File: src/rtl/cuo_vector_sequencer.sv
// Vector sequencer for the CuO array: issues one conversion per DAC code, offset-corrects
// each ADC result and accumulates the vector into a saturating sum with a timeout watchdog.
module cuo_vector_sequencer #(
    parameter int unsigned PRECISION = 12,
    parameter int unsigned ACC_W     = 32,
    parameter int unsigned CNT_W     = 16,
    parameter int unsigned TIMEOUT   = 64
) (
    input  logic                 clk,
    input  logic                 rst,
    input  logic                 in_valid,
    output logic                 in_ready,
    input  logic [PRECISION-1:0] in_data,
    input  logic                 in_last,
    input  logic [PRECISION-1:0] adc_offset,
    output logic                 ctl_start,
    output logic [PRECISION-1:0] ctl_data,
    input  logic [31:0]          ctl_result,
    input  logic                 ctl_done,
    output logic                 out_valid,
    input  logic                 out_ready,
    output logic [ACC_W-1:0]     out_sum,
    output logic [CNT_W-1:0]     out_count,
    output logic                 out_error,
    output logic                 busy
);

    localparam int unsigned TMR_W = $clog2(TIMEOUT) + 1;

    typedef enum logic [2:0] {
        StIdle,
        StIssue,
        StWaitDone,
        StAccum,
        StDrain,
        StOutput
    } state_e;

    state_e               state_q;
    logic [ACC_W-1:0]     acc_q;
    logic [CNT_W-1:0]     count_q;
    logic [TMR_W-1:0]     timer_q;
    logic [PRECISION-1:0] sample_q;
    logic                 done_q;
    logic                 err_q;
    logic                 last_q;

    logic                 done_rise;
    logic                 timeout_hit;
    logic [PRECISION-1:0] corr;
    logic [ACC_W:0]       acc_sum;
    logic [ACC_W-1:0]     acc_next;
    logic [CNT_W-1:0]     count_inc;

    // ctl_done is sticky from the previous conversion, so only its rising edge counts.
    assign done_rise   = ctl_done & ~done_q;
    assign timeout_hit = (timer_q == TMR_W'(TIMEOUT - 1));

    always_comb begin
        corr = '0;
        if (sample_q >= adc_offset) begin
            corr = sample_q - adc_offset;
        end
        acc_sum  = {1'b0, acc_q} + {{(ACC_W + 1 - PRECISION){1'b0}}, corr};
        acc_next = acc_sum[ACC_W] ? {ACC_W{1'b1}} : acc_sum[ACC_W-1:0];
        count_inc = (&count_q) ? count_q : count_q + CNT_W'(1);
    end

    assign busy = !((state_q == StIdle) && (count_q == '0));

    always_ff @(posedge clk) begin
        if (rst) begin
            state_q   <= StIdle;
            acc_q     <= '0;
            count_q   <= '0;
            timer_q   <= '0;
            sample_q  <= '0;
            done_q    <= 1'b0;
            err_q     <= 1'b0;
            last_q    <= 1'b0;
            in_ready  <= 1'b1;
            ctl_start <= 1'b0;
            ctl_data  <= '0;
            out_valid <= 1'b0;
            out_sum   <= '0;
            out_count <= '0;
            out_error <= 1'b0;
        end else begin
            done_q    <= ctl_done;
            ctl_start <= 1'b0;
            unique case (state_q)
                StIdle: begin
                    if (in_valid) begin
                        ctl_data  <= in_data;
                        last_q    <= in_last;
                        count_q   <= count_inc;
                        in_ready  <= 1'b0;
                        ctl_start <= 1'b1;
                        state_q   <= StIssue;
                    end
                end
                StIssue: begin
                    timer_q <= '0;
                    state_q <= StWaitDone;
                end
                StWaitDone: begin
                    timer_q <= timer_q + TMR_W'(1);
                    if (done_rise) begin
                        sample_q <= ctl_result[PRECISION-1:0];
                        state_q  <= StAccum;
                    end else if (timeout_hit) begin
                        err_q <= 1'b1;
                        if (last_q) begin
                            out_valid <= 1'b1;
                            out_sum   <= acc_q;
                            out_count <= count_q;
                            out_error <= 1'b1;
                            state_q   <= StOutput;
                        end else begin
                            in_ready <= 1'b1;
                            state_q  <= StDrain;
                        end
                    end
                end
                StAccum: begin
                    acc_q <= acc_next;
                    if (last_q) begin
                        out_valid <= 1'b1;
                        out_sum   <= acc_next;
                        out_count <= count_q;
                        out_error <= err_q;
                        state_q   <= StOutput;
                    end else begin
                        in_ready <= 1'b1;
                        state_q  <= StIdle;
                    end
                end
                StDrain: begin
                    // Remaining elements of an aborted vector are counted but never issued.
                    if (in_valid) begin
                        count_q <= count_inc;
                        if (in_last) begin
                            in_ready  <= 1'b0;
                            out_valid <= 1'b1;
                            out_sum   <= acc_q;
                            out_count <= count_inc;
                            out_error <= err_q;
                            state_q   <= StOutput;
                        end
                    end
                end
                StOutput: begin
                    if (out_ready) begin
                        acc_q     <= '0;
                        count_q   <= '0;
                        err_q     <= 1'b0;
                        out_valid <= 1'b0;
                        in_ready  <= 1'b1;
                        state_q   <= StIdle;
                    end
                end
                default: begin
                    state_q <= StIdle;
                end
            endcase
        end
    end

endmodule

File: config.mk
export PLATFORM = sky130hd
export DESIGN_NAME = cuo_vector_sequencer
export DESIGN_NICKNAME = d
export VERILOG_FILES = /design/src/rtl/cuo_vector_sequencer.sv
export SDC_FILE = /design/constraint.sdc
export NUM_CORES = 1
export LEC_CHECK = 0
export BUFFER_PORTS_ARGS = -buffer_cell sky130_fd_sc_hd__buf_2
export CAP_MARGIN = 20
export CELL_PAD_IN_SITES_DETAIL_PLACEMENT = 1
export CELL_PAD_IN_SITES_GLOBAL_PLACEMENT = 2
export CORE_MARGIN = 2
export CORE_UTILIZATION = 33
export DETAILED_ROUTE_END_ITERATION = 8
export PLACE_DENSITY_LB_ADDON = 0.1
export SLEW_MARGIN = 20
export SYNTH_ARGS = -nofsm -noshare
export SYNTH_HDL_FRONTEND = slang
export SYNTH_SLANG_ARGS = --single-unit
File: constraint.sdc
create_clock -name clk -period 5.8 [get_ports clk]
set_input_delay 1.16 -clock clk [delete_from_list [all_inputs] [get_ports clk]]
set_output_delay 1.16 -clock clk [all_outputs]
set_load 0.05 [all_outputs]
== Word-level counts from Yosys, hierarchy flattened ==
Index checks and enable logic that the tools add are counted.
Word-level totals
  register bits: 137
  input port bits: 62
  output and inout bits: 65
  logic and storage cells: 120
Operators by class
  $add $sub $neg: 4
  order comparisons: 1
  eq/ne operators: 16
  mux-type cells: 57
  bitwise gates (word level): 3
  reductions and logical operators: 24
Operators by type and width (number)
  32-bit 2-to-1 mux: 8
  16-bit 2-to-1 mux: 8
  32-bit case mux with 3 select lines: 1
  32-bit case mux with 2 select lines: 1
  16-bit case mux with 3 select lines: 1
  32-bit by 12-bit adder with 33-bit output: 1
  16-bit case mux with 2 select lines: 1
  1-bit 2-to-1 mux: 23
  3-bit 2-to-1 mux: 7
  3-bit case mux with 6 select lines: 1
  16-bit by 1-bit adder with 16-bit output (second input constant): 1
  16-bit logical NOT: 1
  2-bit inequality test (second input constant): 8
  16-bit AND reduction: 1
  7-bit case mux with 2 select lines: 1
  7-bit AND reduction: 2
  12-bit greater-or-equal comparator: 1
  12-bit 2-to-1 mux: 1
  12-bit subtractor: 1
  5-bit AND reduction: 2
  2-bit nonzero test: 4
  7-bit by 1-bit adder with 7-bit output (second input constant): 1
  7-bit by 6-bit == test with 1-bit output (second input constant): 1
  3-bit by 2-bit == test with 1-bit output (second input constant): 2
  21 further kinds: 26

== Logic depth before layout (Yosys ltp) ==
Gate-level depths: netlist of run 1.
  word-level depth: 6
  depth in mapped cells: 19
  depth with buffers taken out: 17

== Worst setup path before layout of run 1 ==
OpenSTA, ideal clock, no wires.
  path type: input -> register
  start: input port adc_offset[4]
  end: register out_sum[18]
  arrival time: 4.898 ns
  path slack: 0.815 ns
  cell stages on the path: 18
  buffers on the path: 2
  path through: inv_1 -> ha_1 -> o21ai_0 -> nor2_1 -> a2111oi_0 -> o21ai_0 -> nand2_1 -> buf_2 -> nor2_1 -> ha_1 -> fa_1 -> a21o_1 -> a221oi_2 -> o21ba_2 -> buf_2 -> nor2_2 -> mux2i_1 -> o31ai_1
On the way
  longest elaborated chain between the ends: 6
  elaborated cells on any way between the ends: 7
  those cells by class: add/sub (2); order compare (1); mux (4)
Ends and longest elaborated chain
  from (decl): RTL line 15  | input logic [PRECISION-1:0] adc_offset,
  12-bit subtractor or 12-bit greater-or-equal comparator (tied branches): RTL line 62, 61
  12-bit 2-to-1 mux (*): RTL line 61  | if (sample_q >= adc_offset) begin
  32-bit by 12-bit adder with 33-bit output (*): RTL line 64  | acc_sum = {1'b0, acc_q} + {{(ACC_W + 1 - PRECISION){1'b0}}, corr};
  32-bit 2-to-1 mux (*): RTL line 65  | acc_next = acc_sum[ACC_W] ? {ACC_W{1'b1}} : acc_sum[ACC_W-1:0];
  32-bit 2-to-1 mux (*): RTL line 127  | if (last_q) begin
  32-bit case mux with 3 select lines (*): RTL line 91  | unique case (state_q)
  to (signal assigned): RTL line 115  | out_sum <= acc_q;
  to (signal assigned): RTL line 129  | out_sum <= acc_next;
  to (signal assigned): RTL line 145  | out_sum <= acc_q;
  to (decl): RTL line 22  | output logic [ACC_W-1:0] out_sum,
Mark *: on every way between the ends. The rest lies on a longest branch, timed or not. The select of a mux whose other input is x is not followed.
A chain may end at the register's enable or synchronous reset.

== Final worst setup path of run 1 ==
  start: input port adc_offset[4]
  end: register out_sum[23]
Same word-level chain as after synthesis.

==> results of run 1 <==
[kinds of logic (layout without fill, tap and decap cells)]
kind of cell,Yosys count,in the layout
simple gates,418,418
buf+inv,101,187
fa+ha+maj,29,29
compound gates,327,327
flops,137,137
xor+xnor,29,29
mux,12,12
[per-stage QoR]
stage	util [%]	instance area (sq um)	setup slack, ns	cells
floorplan	-	8100	0.815	1053
global placement	36.7	8870	0.342	1431
detailed placement	36.7	8870	0.312	1431
CTS	39.2	9470	0.737	1463
global route	39.2	9470	0.405	1463
finish	39.2	9470	0.733	1463
[registers in the layout, summed over array words and instances (netlist names), 3 cells and up]
name and flops:
timer_q 7, count_q 16, state_q 3, sample_q 12
ctl_data 12, out_sum 32, acc_q 32, out_count 16
[critical path: stages]
cell	delay (ns)
buf_2	0.08
inv_1	0.04
ha_1	0.35
o21ai_0	0.24
nor2_1	0.09
a2111oi_0	0.46
buf_4	0.21
o21ai_0	0.09
nand2_1	0.22
nor2_1	0.10
ha_1	0.24
fa_1	0.42
a21o_1	0.23
a221oi_2	0.39
o21ba_2	0.35
buf_4	0.25
nor3b_4	0.11
o41a_1	0.37
[cell type report]
type / instances / area share, %
multi-input combinational: 815 / 52.2
sequential: 137 / 29.0
timing repair buffer: 122 / 6.89
clock buffer: 19 / 4.57
tap: 324 / 4.28
clock inverter: 13 / 1.77
inverter: 33 / 1.31
[cell usage after synthesis, types with 8 or more instances]
cell type and count:
dfxtp_1 137, o21ai_0 86, nand3_1 30, nand2_1 155
buf_2 20, clkbuf_1 42, nand2b_1 9, nor3_1 29
a31oi_1 13, and2_1 8, nand4_1 18, a221oi_2 9
nor4_1 14, nor2b_1 10, o31ai_1 8, and3_1 14
a211oi_1 14, mux2i_1 11, nor2_1 89, inv_1 33
a311oi_1 13, ha_1 27, a21o_1 10, xnor2_1 22
a21oi_1 108
[worst max-delay path by stage]
stage          depth (start not counted)          end  slack, ns           from
6_report                              18  out_sum[23]       0.73  adc_offset[4]
5_1_grt                               18  out_sum[23]       0.40  adc_offset[4]
4_1_cts                               18  out_sum[23]       0.74  adc_offset[4]
3_5_place_dp                          18  out_sum[23]       0.31  adc_offset[4]
3_3_place_gp                          18  out_sum[23]       0.34  adc_offset[4]
2_1_floorplan                         18  out_sum[18]       0.81  adc_offset[4]
[per-layer routing]
| metal | vias to the layer above | track usage, % | routed length (microns) |
|---|---|---|---|
| li1 | 3975 | - | - |
| met1 | 3862 | 29.0 | 13200 |
| met2 | 104 | 35.1 | 12400 |
| met3 | 12 | 3.43 | 712 |
| met4 | 0 | 4.59 | 224 |
| met5 | - | 0 | 0 |
[where the power goes]
group          internal [mW]  total, mW  leakage, nW  switching [mW]
clock network          0.681       1.15        0.288           0.470
registers               1.03       1.11         1.11          0.0822
logic                  0.274       1.02         2.09           0.744
total                   1.99       3.28         3.48            1.30
==> impl_metrics.env, run 1 <==
export IMPL_async_flop_share_pct=0
export IMPL_htreeDepth=4
export IMPL_grt_max_degree=65
export IMPL_holdPathStages=2
export IMPL_area_delta_synth_final_pct=17.0
export IMPL_arrival_ns=5.39
export IMPL_holdCritStartpoint="out_sum[12]"
export IMPL_antenna_found_initial=0
export IMPL_synth_compound_area_share_pct=26.0
export IMPL_synthSimpleGateAreaFrac_pct=25.7
export IMPL_dr_total_vias=7953
export IMPL_grt_pass1_wl_microns=43900
export IMPL_fin_setup_tns_ns=0
export IMPL_wl_per_cell_microns=18.1
export IMPL_endpoint_kind="flop"
export IMPL_yosysWarnings=0
export IMPL_r2r_end="out_sum[23]"
export IMPL_synth_cell_area_sq_um=8100
export IMPL_fillCellCount=2980
export IMPL_status="finished, final reports clean"
export IMPL_hold_ws_ns=0.452
export IMPL_syn_num_nets=1144
export IMPL_netlist_top_cells_area="dfxtp_1 34%, nand2_1 7.2%, a21oi_1 6.7%"
export IMPL_synth_top_family_by_area="compound AO/OA/AOI/OAI gates"
export IMPL_synth_edff_count=0
export IMPL_wl_microns=26500
export IMPL_final_nets=1217
export IMPL_die_area_sq_um=25800
export IMPL_grt_ovfl_total=0
export IMPL_placementRows=57
export IMPL_ios=127
export IMPL_synth_xor_area_share_pct=3.14
export IMPL_dpl_hpwl_microns=18900
export IMPL_cts_root_buf="clkbuf_16"
export IMPL_finalPower_mw=3.28
export IMPL_yosysUniqueCellTypes=83
export IMPL_cts_buffers_inserted=17
export IMPL_grt_usage_pct=21.2
export IMPL_initial_core_util_pct=33.5
export IMPL_min_period_ns=5.07
export IMPL_critPathLaunchType="input pin"
export IMPL_synthCells=1053
export IMPL_worst_pin_slew_ns=0.982
export IMPL_diodes=0
export IMPL_clock_latency_ns=0.43
export IMPL_ys_seq_area_share_pct=33.9
export IMPL_leakage_nw=3.48
export IMPL_fin_skew_ns=0.0155
export IMPL_numPortBuffers=106
export IMPL_worstReg2RegStart="sample_q[0]"
export IMPL_ff2ff_setup_slack_ns=1.23
export IMPL_hold_viol_final=0
export IMPL_peakVddDrop_uv=198
export IMPL_worstSetupPathType="in2reg"
export IMPL_hold_path_class="reg2reg"
export IMPL_cap_violations=0
export IMPL_critical_path_required_ns=6.12
export IMPL_cts_tree="yes"
export IMPL_synth_top_area_cell="dfxtp_1"
export IMPL_final_common_cell="nand2_1"
export IMPL_fmax_mhz=197
export IMPL_clockBufferDepth=2
export IMPL_setup_viol=0
export IMPL_fin_crit_sh_pct=87.4
export IMPL_drc=0
export IMPL_globalplace_congestion=0.809
export IMPL_mostFrequentLayoutCells="155 x nand2_1, 137 x dfxtp_1, 108 x a21oi_1"
export IMPL_drt_iter0_markers=381
export IMPL_die_w_microns=161
export IMPL_avgSynthCellArea_sq_um=7.69
export IMPL_cts_resized=0
export IMPL_synthFlopType="dfxtp_1"
export IMPL_max_slew_margin_pct=33.8
export IMPL_rr_worst_depth=18
export IMPL_ant_nets=0
export IMPL_final_layout_size_suffix_gt1_share_pct=16.8
export IMPL_muxShareOfSynthArea_pct=1.50
export IMPL_clock_sinks=137
export IMPL_post_drt_via_cell_ratio=5.44
export IMPL_cellPowerDensity_nw_per_um2=347
export IMPL_drt_pass1_iter_count=4
export IMPL_cts_clk_slew_worst_paths_ns=0.07
export IMPL_ff_latch_area_sq_um=2740
export IMPL_yosysTopAreaCellShare_pct=33.9
export IMPL_rsz0062_at_grt="false"
export IMPL_min_to="out_sum[12]"
export IMPL_die_h_microns=161
export IMPL_core_area_sq_um=24200
export IMPL_critPathMaxFanout=10
export IMPL_hold_buffers=0
export IMPL_synthAdderAreaFrac_pct=4.67
export IMPL_multi_input_area_sq_um=4950
export IMPL_report_final_slew_viol_count=0
export IMPL_ys_seq_elements=137
export IMPL_postCtsSetupRepairBufs=0
export IMPL_grt_pass1_vias=8026
Power figures use the tool's default switching activity.
==> inputs of run 2 (changes only) <==
--- a/config.mk
+++ b/config.mk
@@ -9,8 +9,7 @@
 export CAP_MARGIN = 20
 export CELL_PAD_IN_SITES_DETAIL_PLACEMENT = 1
 export CELL_PAD_IN_SITES_GLOBAL_PLACEMENT = 2
-export CORE_MARGIN = 2
-export CORE_UTILIZATION = 33
+export CORE_UTILIZATION = 30
 export DETAILED_ROUTE_END_ITERATION = 8
 export PLACE_DENSITY_LB_ADDON = 0.1
 export SLEW_MARGIN = 20
==> constraint.sdc (replaced) <==
create_clock -name clk -period 4.46 [get_ports clk]
set_input_delay 0.892 -clock clk [delete_from_list [all_inputs] [get_ports clk]]
set_output_delay 0.892 -clock clk [all_outputs]
set_load 0.05 [all_outputs]
==> run 2 against run 1 <==
  * The run now ends with DRC left
  * Sequential share of layout area fell by 2.2 points
  * Clock power up 23%
  * Non-clock buffer count up 82
  * Critical path depth unchanged
  * Global-route usage is 0.78 points lower
==> impl_metrics.env, run 2 (synthesis results as in run 1) <==
export IMPL_status="finished, violations left"
export IMPL_violations="DRC"
export IMPL_max_stage_delay_ns=0.39
export IMPL_globalplace_congestion=0.789
export IMPL_grt_ovfl_total=0
export IMPL_final_layout_size_suffix_gt1_share_pct=23.8
export IMPL_initial_core_util_pct=30.8
export IMPL_diodes=0
export IMPL_critPathMaxFanout=8
export IMPL_final_nets=1299
export IMPL_min_period_ns=4.39
export IMPL_critical_path_required_ns=4.79
export IMPL_htreeDepth=4
export IMPL_clockBufferDepth=2
export IMPL_reg_largest_list="acc_q (32), out_sum (32)"
export IMPL_die_h_microns=166
export IMPL_placed_cells=1522
export IMPL_ant_nets=0
export IMPL_leakage_nw=3.91
export IMPL_area_delta_synth_final_pct=26.4
export IMPL_worstSetupPathType="in2reg"
export IMPL_final_util_pct=39.0
export IMPL_arrival_ns=4.71
export IMPL_drt_iter0_markers=310
export IMPL_hold_viol_final=0
export IMPL_drc=6
export IMPL_final_cells=1556
export IMPL_post_drt_via_cell_ratio=5.40
export IMPL_max_slew_margin_pct=30.4
export IMPL_dpl_hpwl_microns=20400
export IMPL_cap_violations=0
export IMPL_wl_microns=28200
export IMPL_cts_tree="yes"
export IMPL_wl_per_cell_microns=18.1
export IMPL_hold_path_class="reg2reg"
export IMPL_grt_max_degree=61
export IMPL_cts_root_buf="clkbuf_16"
export IMPL_fillCellCount=3223
export IMPL_critPathLaunchType="input pin"
export IMPL_clock_latency_ns=0.43
export IMPL_die_w_microns=166
export IMPL_cts_buffers_inserted=17
export IMPL_fin_skew_ns=0.0108
export IMPL_core_area_sq_um=26300
export IMPL_crit_path_cell_trace="buf_2, ha_1, fa_1, nand2b_1, nand3b_1, a2111oi_4, buf_4, o31ai_2, xnor2_1, nor2_1, ha_1, buf_4, a211oi_1, nor2_1, a211o_1, nand4_2, o21ai_0, a311oi_1"
export IMPL_setup_viol=0
export IMPL_fin_setup_tns_ns=0
export IMPL_rsz0062_at_grt="true"
export IMPL_antenna_found_initial=0
export IMPL_dpl_worst_slack_ns=-0.411
export IMPL_mostFrequentLayoutCells="155 x nand2_1, 137 x dfxtp_1, 107 x a21oi_1"
export IMPL_cp_top_family="compound AO/OA/AOI/OAI gates"
export IMPL_peakVddDrop_uv=287
export IMPL_fmax_mhz=228
export IMPL_numPortBuffers=106
export IMPL_endpoint_kind="flop"
export IMPL_fin_crit_sh_pct=98.4
export IMPL_ios=127
export IMPL_report_final_slew_viol_count=0
export IMPL_drt_pass1_iter_count=6
export IMPL_grt_usage_pct=20.4
export IMPL_die_area_sq_um=27600
export IMPL_dr_total_vias=8400
export IMPL_multi_input_area_sq_um=5070
export IMPL_placementRows=59
export IMPL_hold_ws_ns=0.453
export IMPL_fin_ws_ns=0.0732
export IMPL_final_common_cell="nand2_1"
export IMPL_grt_pass1_vias=8285
export IMPL_clock_sinks=137
export IMPL_cpMaxStageDelayCell="fa_1"
export IMPL_cts_clk_slew_worst_paths_ns=0.06
export IMPL_grt_pass1_wl_microns=44900
export IMPL_cellPowerDensity_nw_per_um2=417
export IMPL_critPathBufInv=3
export IMPL_worst_pin_slew_ns=1.03
export IMPL_ff_latch_area_sq_um=2740
-- run 2: cell type report --
| class | count | share of cell area (%) |
|---|---|---|
| Multi-Input combinational cell | 815 | 49.6 |
| Clock inverter | 14 | 1.36 |
| Inverter | 33 | 1.21 |
| Tap cell | 335 | 4.09 |
| Timing Repair Buffer | 204 | 12.8 |
| Clock buffer | 18 | 4.19 |
| Sequential cell | 137 | 26.8 |
-- run 2: final timing paths --
path	endpoint	slack, ns	start	cells past startpoint
worst max register to register	acc_q[27]	0.22	sample_q[0]	18
worst min register to register	out_sum[12]	0.45	out_sum[12]	2
worst min-delay path	out_sum[12]	0.45	out_sum[12]	2
worst max-delay path	acc_q[27]	0.07	adc_offset[0]	18
-- run 2: power breakdown --
part           switching, mW  leakage (nW)  total, mW  internal (mW)
combinational          0.969          2.53       1.37          0.400
sequential             0.143          1.11       1.48           1.34
clock                  0.639         0.265       1.42          0.781
-- run 2: what timing repair did --
action / 4_1_cts / 5_1_grt
setup buffers: 0 / 2
endpoints found under the setup margin: 0 / 58
hold buffers: 0 / 0
resized for setup: 0 / 23
-- run 2: metal layers --
layer / global-route usage (%) / up-vias / wire, microns
li1: - / 4150 / -
met1: 27.1 / 4081 / 13500
met4: 5.76 / 0 / 321
met5: 0 / - / 0
met2: 34.3 / 145 / 13400
met3: 2.88 / 24 / 1040
-- run 2: per-stage QoR --
step                      power [mW]  area [sq um]
after CTS                       4.33         10100
after global routing            4.51         10200
after global placement          2.86          9540
after floorplan                 2.44          8110
after detailed placement        2.88          9540
final                           4.27         10200
-- run 2: worst register-to-register path, cell delays in order (launching register included) --
cell       delay [ns]
dfxtp_1          0.33
inv_1            0.09
ha_1             0.22
fa_1             0.39
nand2b_1         0.19
nand3b_1         0.20
a2111oi_4        0.12
buf_4            0.16
o31ai_2          0.29
xnor2_1          0.16
nor2_1           0.08
ha_1             0.32
buf_4            0.16
a211oi_1         0.37
nor2_1           0.13
a211o_1          0.30
nand4_2          0.21
o21ai_0          0.11
a311oi_1         0.32
